## config.mk

```make
export PLATFORM = sky130hd
export DESIGN_NAME = decrypted_word_buffer
export DESIGN_NICKNAME = d
export VERILOG_FILES = /design/src/rtl/decrypted_word_buffer.sv
export SDC_FILE = /design/constraint.sdc
export NUM_CORES = 1
export LEC_CHECK = 0
export ABC_AREA = 1
export BUFFER_PORTS_ARGS = -buffer_cell sky130_fd_sc_hd__buf_2
export CORE_ASPECT_RATIO = 2
export CORE_MARGIN = 2
export CORE_UTILIZATION = 67
export CTS_BUF_LIST = sky130_fd_sc_hd__clkbuf_2
export DETAILED_ROUTE_END_ITERATION = 6
export PLACE_DENSITY_LB_ADDON = 0.3
export SYNTH_ARGS = -nofsm -noshare
export SYNTH_HDL_FRONTEND = slang
export SYNTH_SLANG_ARGS = --single-unit
```

## constraint.sdc

```tcl
create_clock -name clk -period 8.3 [get_ports clk]
set_input_delay 0.415 -clock clk [delete_from_list [all_inputs] [get_ports clk]]
set_output_delay 0.415 -clock clk [all_outputs]
set_load 0.005 [all_outputs]
```

## src/rtl/decrypted_word_buffer.sv

```systemverilog
// -----------------------------------------------------------------------------
// decrypted_word_buffer
//
// Purpose
//   Circular FIFO between a decrypter (push side) and a readout engine
//   (pop side).  Words arrive as one-cycle valid_in strobes and are popped
//   with rd_en_in.  The popped word appears on the registered rd_data_out
//   one cycle after the request, qualified by rd_valid_out.  A write that
//   finds the buffer full and is not accompanied by a read sets the sticky
//   overflow_out flag.
//
// Configuration macro
//   DECRYPT_BUF_DROP_OLDEST_EN
//     defined   : on overflow the incoming word replaces the oldest stored
//                 word.  Both pointers advance and the count stays at depth_g.
//     undefined : on overflow the incoming word is discarded.  Storage and
//                 pointers are left untouched.  This is the default build.
//
// Parameters
//   data_width_g  width of a decrypted word (default 32)
//   depth_g       buffer depth in words; must be a power of 2 and >= 2
//
// Ports
//   clk           in   single clock; all logic runs on the rising edge
//   rst_n         in   synchronous active-low reset
//   valid_in      in   one-cycle strobe: decrypted_in holds a new word
//   decrypted_in  in   decrypted word from the decrypter
//   rd_en_in      in   pop request from the readout side
//   rd_data_out   out  popped word (registered; holds when rd_valid_out=0)
//   rd_valid_out  out  one-cycle strobe: rd_data_out holds a popped word
//   empty_out     out  occupancy count is 0
//   full_out      out  occupancy count is depth_g
//   count_out     out  number of words stored
//   overflow_out  out  sticky flag: a word was lost to a full buffer
//   clr_ovf_in    in   clears overflow_out (a same-cycle overflow wins)
// -----------------------------------------------------------------------------
module decrypted_word_buffer #(
  parameter int data_width_g = 32,
  parameter int depth_g      = 8
) (
  input  logic                           clk,
  input  logic                           rst_n,
  input  logic                           valid_in,
  input  logic [data_width_g-1:0]        decrypted_in,
  input  logic                           rd_en_in,
  output logic [data_width_g-1:0]        rd_data_out,
  output logic                           rd_valid_out,
  output logic                           empty_out,
  output logic                           full_out,
  output logic [$clog2(depth_g+1)-1:0]   count_out,
  output logic                           overflow_out,
  input  logic                           clr_ovf_in
);

  localparam int AW = (depth_g > 1) ? $clog2(depth_g) : 1;
  localparam int CW = $clog2(depth_g + 1);
  localparam logic [CW-1:0] FULL_CNT = CW'(depth_g);

  // Storage array; deliberately not reset.
  logic [data_width_g-1:0] r_mem [depth_g];

  logic [AW-1:0]           r_wr_ptr;
  logic [AW-1:0]           r_rd_ptr;
  logic [CW-1:0]           r_count;
  logic [data_width_g-1:0] r_rd_data;
  logic                    r_rd_valid;
  logic                    r_ovf;

  logic w_empty;
  logic w_full;
  logic w_rd;        // accepted pop
  logic w_wr;        // accepted push into a free slot (or a slot freed this cycle)
  logic w_ovf_evt;   // push that finds the buffer full with no pop alongside
  logic w_mem_we;
  logic w_wr_adv;
  logic w_rd_adv;

  // depth_g is a power of 2, so pointer wrap from depth_g-1 to 0 is the
  // natural modulo-2^AW rollover of the increment.
  function automatic logic [AW-1:0] ptr_next(input logic [AW-1:0] p);
    return p + AW'(1);
  endfunction

  assign w_empty = (r_count == '0);
  assign w_full  = (r_count == FULL_CNT);

  // A pop on an empty buffer is ignored, even if a push arrives in the same
  // cycle: the pushed word is stored, never forwarded straight through.
  assign w_rd      = rd_en_in && !w_empty;
  // When full, a same-cycle pop frees the slot the push needs.
  assign w_wr      = valid_in && (!w_full || w_rd);
  assign w_ovf_evt = valid_in && w_full && !w_rd;

`ifdef DECRYPT_BUF_DROP_OLDEST_EN
  // When full, wr_ptr == rd_ptr, so writing at wr_ptr overwrites the oldest
  // word; advancing both pointers keeps the count at depth_g.
  assign w_mem_we = w_wr || w_ovf_evt;
  assign w_wr_adv = w_wr || w_ovf_evt;
  assign w_rd_adv = w_rd || w_ovf_evt;
`else
  assign w_mem_we = w_wr;
  assign w_wr_adv = w_wr;
  assign w_rd_adv = w_rd;
`endif

  // Storage write
  always_ff @(posedge clk) begin
    if (rst_n && w_mem_we) begin
      r_mem[r_wr_ptr] <= decrypted_in;
    end
  end

  // Pointers and occupancy
  always_ff @(posedge clk) begin
    if (!rst_n) begin
      r_wr_ptr <= '0;
      r_rd_ptr <= '0;
      r_count  <= '0;
    end else begin
      if (w_wr_adv) r_wr_ptr <= ptr_next(r_wr_ptr);
      if (w_rd_adv) r_rd_ptr <= ptr_next(r_rd_ptr);
      // An overflow (either policy) leaves the count unchanged.
      unique case ({w_wr, w_rd})
        2'b10:   r_count <= r_count + CW'(1);
        2'b01:   r_count <= r_count - CW'(1);
        default: r_count <= r_count;
      endcase
    end
  end

  // Read data register: one-cycle latency from an accepted pop
  always_ff @(posedge clk) begin
    if (!rst_n) begin
      r_rd_data  <= '0;
      r_rd_valid <= 1'b0;
    end else begin
      r_rd_valid <= w_rd;
      if (w_rd) r_rd_data <= r_mem[r_rd_ptr];
    end
  end

  // Sticky overflow flag; a new overflow beats a same-cycle clear
  always_ff @(posedge clk) begin
    if (!rst_n) begin
      r_ovf <= 1'b0;
    end else if (w_ovf_evt) begin
      r_ovf <= 1'b1;
    end else if (clr_ovf_in) begin
      r_ovf <= 1'b0;
    end
  end

  assign rd_data_out  = r_rd_data;
  assign rd_valid_out = r_rd_valid;
  assign empty_out    = w_empty;
  assign full_out     = w_full;
  assign count_out    = r_count;
  assign overflow_out = r_ovf;

endmodule

```

-- Yosys cells after proc, flatten, opt, wreduce, memory -nomap -nowiden
Memories as Yosys holds them, arrays and structs flattened. A register that Yosys moved wholly into a read port is not among the register bits.
Index checks and enable logic that the tools add are counted.
- register bits: 12
- latch bits: 0
- memory bits (writable): 256
- memory bits (read-only): 0
- input port bits: 37
- output and inout port bits: 40
- word-level logic and storage cells: 31
- memories: 1
- memory list (memory ; depth ; width ; read ports ; clocked after memory_dff ; wr ports ; RTL line ; RTL):
    r_mem ; 8 ; 32 ; 1 ; 1 ; 1 ; 60 ; logic [data_width_g-1:0] r_mem [depth_g];
- $add $sub $neg: 4
- multiply operators: 0
- div/mod/pow operators: 0
- magnitude comparators: 0
- eq/ne operators: 3
- shift-type cells: 0
- muxes and demuxes: 5
- bitwise gates (word level): 0
- reductions and logical operators: 13
- operators with widths (cell ; count):
    one-hot mux 4 bit (2 select lines) ; 1
    adder 3 x 1 -> 3 bit, second input constant ; 2
    logical AND 1 bit ; 5
    adder 4 x 1 -> 4 bit, second input constant ; 1
    == test 4 bit, second input constant ; 1
    zero test 1 bit ; 4
    zero test 4 bit ; 1
    2-to-1 mux 1 bit ; 4
    nonzero test 2 bit ; 2
    subtractor 4 x 1 -> 4 bit, second input constant ; 1
    == test 2 x 1 -> 1 bit, second input constant ; 1
    == test 2 bit, second input constant ; 1
    logical OR 1 bit ; 1

-- Depth between registers and ports, before layout
- depth after elaboration: 8
- gate-level depth with buffers: 11
- depth with buffers taken out: 11

-- Worst setup path before layout
OpenSTA, ideal clock, no wires.
- kind: reg-to-reg
- start: reg r_count[0], in the netlist count_out[0]
- end: mem r_mem[0][0] (enable)
- library setup time: 461 ps
- data arrival time: 3014 ps
- data required time: 7839 ps
- path slack: 4825 ps
- cell stages (with the launch flop): 7
- buffers on the path: 0
- clock period less this slack: 3475 ps
- path through: dfxtp_1 > nor2_2 > nand4_1 > nand2_1 > inv_1 > nand2_1 > nor3_1
- word-level cells in the longest chain between the ends: 8
- elaborated cells on any way between the ends: 10
- those cells by class: 1 x eq/ne; 2 x mux; 7 x reduce/logical
- RTL lines (what ; RTL line ; RTL):
    from (decl) ; 64 ; logic [CW-1:0] r_count;
    from (signal assigned) ; 124 ; 2'b10: r_count <= r_count + CW'(1);
    from (signal assigned) ; 125 ; 2'b01: r_count <= r_count - CW'(1);
    from (signal assigned) ; 126 ; default: r_count <= r_count;
    zero test 4 bit ; 84 ; assign w_empty = (r_count == '0);
    zero test 1 bit ; 89 ; assign w_rd = rd_en_in && !w_empty;
    logical AND 1 bit ; 89 ;
    logical OR 1 bit (*) ; 91 ; assign w_wr = valid_in && (!w_full || w_rd);
    logical AND 1 bit (*) ; 91 ;
    logical AND 1 bit (*) ; 108 ; if (rst_n && w_mem_we) begin
    2-to-1 mux 1 bit (*) ; 108 ;
    2-to-1 mux 1 bit (not written as such) (*) ; 109 ; r_mem[r_wr_ptr] <= decrypted_in;
    to (decl) ; 60 ;
Every way passes the cells marked *; elsewhere a longest branch is shown, timed or not.

==> metrics.yaml <==
fp.dieArea_sq_um: 18690
yosysTopAreaCell: "edfxtp_1"
switchingPower_mw: 1.260
status: "completed"
core-area_sq_um: 17270
fin_crit_ns: 2.867
area_growth_pct: 11.82
leakagePower_nw: 4.839
synthFlopType: "edfxtp_1"
antenna_found_initial: 1
start_kind: "flip-flop"
clock_skew_ns: 0.03435
cts-root-buf: "clkbuf_2"
grt_pass1_wl_mm: 40.45
path_max_fanout: 80
fin_crit_sh_pct: 34.54
setup-tns-final_ns: 0
critical_path_class: "reg2reg"
top_usage_layer: "met2"
initial_core_util_pct: 68.09
fmax_mhz: 348.8
p_comb_share_pct: 26.5
routedWlPerCell_microns: 19.17
fp.dieW_microns: 97.68
htreeDepth: 2
post-synth-top-area-fraction_pct: 65.37
cp.arrival_ns: 3.56
fillers: 1142
final_cell_mix: "261 x nor2_1, 256 x edfxtp_1, 140 x o21ai_0"
finalHoldWorstSlack_ns: 0.2363
grt_util_met2_pct: 50.48
grt_max_degree: 81
ys_types: 27
num-nets-final: 1160
ys_warn_count: 0
grt_overflow_total: 0
io_buffer_count: 76
drt_iter0_drc: 640
seqPwrFrac_pct: 49.8
drc: 0
vias: 8149
dieHeight_microns: 191.4
grt_pass1_vias: 7960
dp_slack_ns: 5.512
setup_ws_ns: 5.433
wirelength_mm: 26.41
grt.total_usage_pct: 28.11
ys_seq_area_share_pct: 72.86
synth.area.top_cells: "edfxtp_1 65%, nor2_1 8.5%, dfxtp_1 7.5%, o21ai_0 6.0%, nand3_1 3.2%"
synth_area_per_cell_sq_um: 11.87
clk_path_buf_depth: 3
hold_viol: 0
clock_latency_ns: 0.85
dr.pass1.iters: 5
cts.clk_slew.worst_paths_ns: 0.13
min_path_type: "in2reg"
numCtsBuffers: 58
p_int_mw: 2.407
viasPerCell: 5.914
ant_nets: 0
rsz0062_at_grt: "false"
switching_share_pct: 34.36
finalSetupViolCount: 0
power.density_nw_per_um2: 278.8
cts_tree: "done"
syn-num-nets: 1033
rows: 68
drv_slew: 0
yosys_register_bits: 300
worstMarginPinSlew_ns: 0.9511
use_met1_pct: 32.88
cp-end-kind: "flip-flop"
post-cts-setup-buffers: 0
synth-edff-count: 256
hpwl_mm: 13.22
numClockSinks: 300
maxSlewHeadroom_pct: 36.60
final_common_cell: "nor2_1"
p_clk_share_pct: 23.7
pin_count: 77
crit_required_ns: 8.99
gp_congestion: 0.7360
drive_gt1_share_pct: 17.57
async_reset_ff_share_pct: 0
globalRouteMet3Util_pct: 3.949
syn_inst: 991
worst_ir_drop_vdd_v: 0.0001916
synth.cell_area_sq_um: 11760
maxCapViolations: 0
sequential cells by signal, indices dropped and copies added, names as in the netlist:
name	cells
overflow_out	1
count_out	4
rd_data_out	32
r_rd_ptr	3
rd_valid_out	1
r_wr_ptr	3
r_mem	256
cells by family after synthesis:
family	after synthesis	synth area share [%]
xor gates and xnor gates	1	0.07449
buffers and inverters	80	3.660
AOI/OAI and AO/OA	209	9.192
adders and majority gates	5	0.5958
DFF	300	72.86
and+or+nand+nor	396	13.62
layer usage:
| metal | routed length, microns | up-vias |
|---|---|---|
| met5 | 0 | - |
| met2 | 14050 | 384 |
| met4 | 858 | 0 |
| met1 | 9624 | 3916 |
| met3 | 1875 | 66 |
| li1 | - | 3783 |
power by group through the flow:
stage / registers [mW] / logic [mW] / clock network [mW]
finish: 1.83 / 0.973 / 0.867
global route: 1.84 / 1.10 / 0.944
CTS: 1.83 / 0.967 / 0.881
detailed placement: 1.86 / 0.949 / 0
global placement: 1.86 / 0.903 / 0
floorplan: 1.83 / 0.722 / 0
cell usage after synthesis (2+ instances only):
cell type	instances
nor2_1	265
edfxtp_1	256
o21ai_0	140
nand3_1	75
nand2_1	47
dfxtp_1	44
a21oi_1	32
o21ai_1	27
clkbuf_1	21
inv_1	18
buf_2	16
buf_4	13
a21oi_2	9
buf_6	5
nor3_1	5
ha_1	4
buf_1	2
buf_8	2
inv_2	2
final cells by class:
| class | instances | area (sq um) | share of cell area, % |
|---|---|---|---|
| diodes | 1 | 2.502 | 0.01903 |
| clock buffers | 86 | 430.4 | 3.273 |
| clock inverters | 23 | 140.1 | 1.066 |
| inverters | 20 | 76.32 | 0.5804 |
| multi-input cells | 611 | 2811 | 21.38 |
| flip-flops and latches | 300 | 8573 | 65.20 |
| well taps | 210 | 262.8 | 1.998 |
| repair buffers | 127 | 853.3 | 6.489 |
final timing paths:
check                                     from                           end  slack, ns  depth (start not counted)
hold / removal                           rst_n     count_out[1]$_SDFFE_PN0P_       0.24                          3
setup reg to reg      r_rd_ptr[0]$_SDFFE_PN0N_  rd_data_out[12]$_SDFFE_PN0N_       5.43                          8
hold reg to reg   rd_data_out[14]$_SDFFE_PN0N_  rd_data_out[14]$_SDFFE_PN0N_       0.53                          2
setup / recovery      r_rd_ptr[0]$_SDFFE_PN0N_  rd_data_out[12]$_SDFFE_PN0N_       5.43                          8
worst max-delay path, cell delays in order (launching register included):
cell	delay, ns
dfxtp_4	0.71
clkinv_2	0.69
buf_4	0.62
nor2_1	0.23
nor2_1	0.05
o21ai_0	0.11
nand3_1	0.11
nand2_1	0.10
a21oi_1	0.07
repair_timing:
item | CTS | global route
gates resized for setup | 0 | 0
endpoints found under the hold margin | 265 | 0
hold buffers | 36 | 0
stage by stage:
stage          instances  utilization (%)  cell area [sq um]  power, mW
2_1_floorplan        991                -              11760      2.552
3_3_place_gp        1232            70.73              12220      2.758
3_5_place_dp        1232            70.73              12220      2.807
4_1_cts             1377            76.12              13150      3.673
5_1_grt             1378            76.14              13150      3.880
6_report            1378            76.14              13150      3.666
Power figures use the tool's default switching activity.
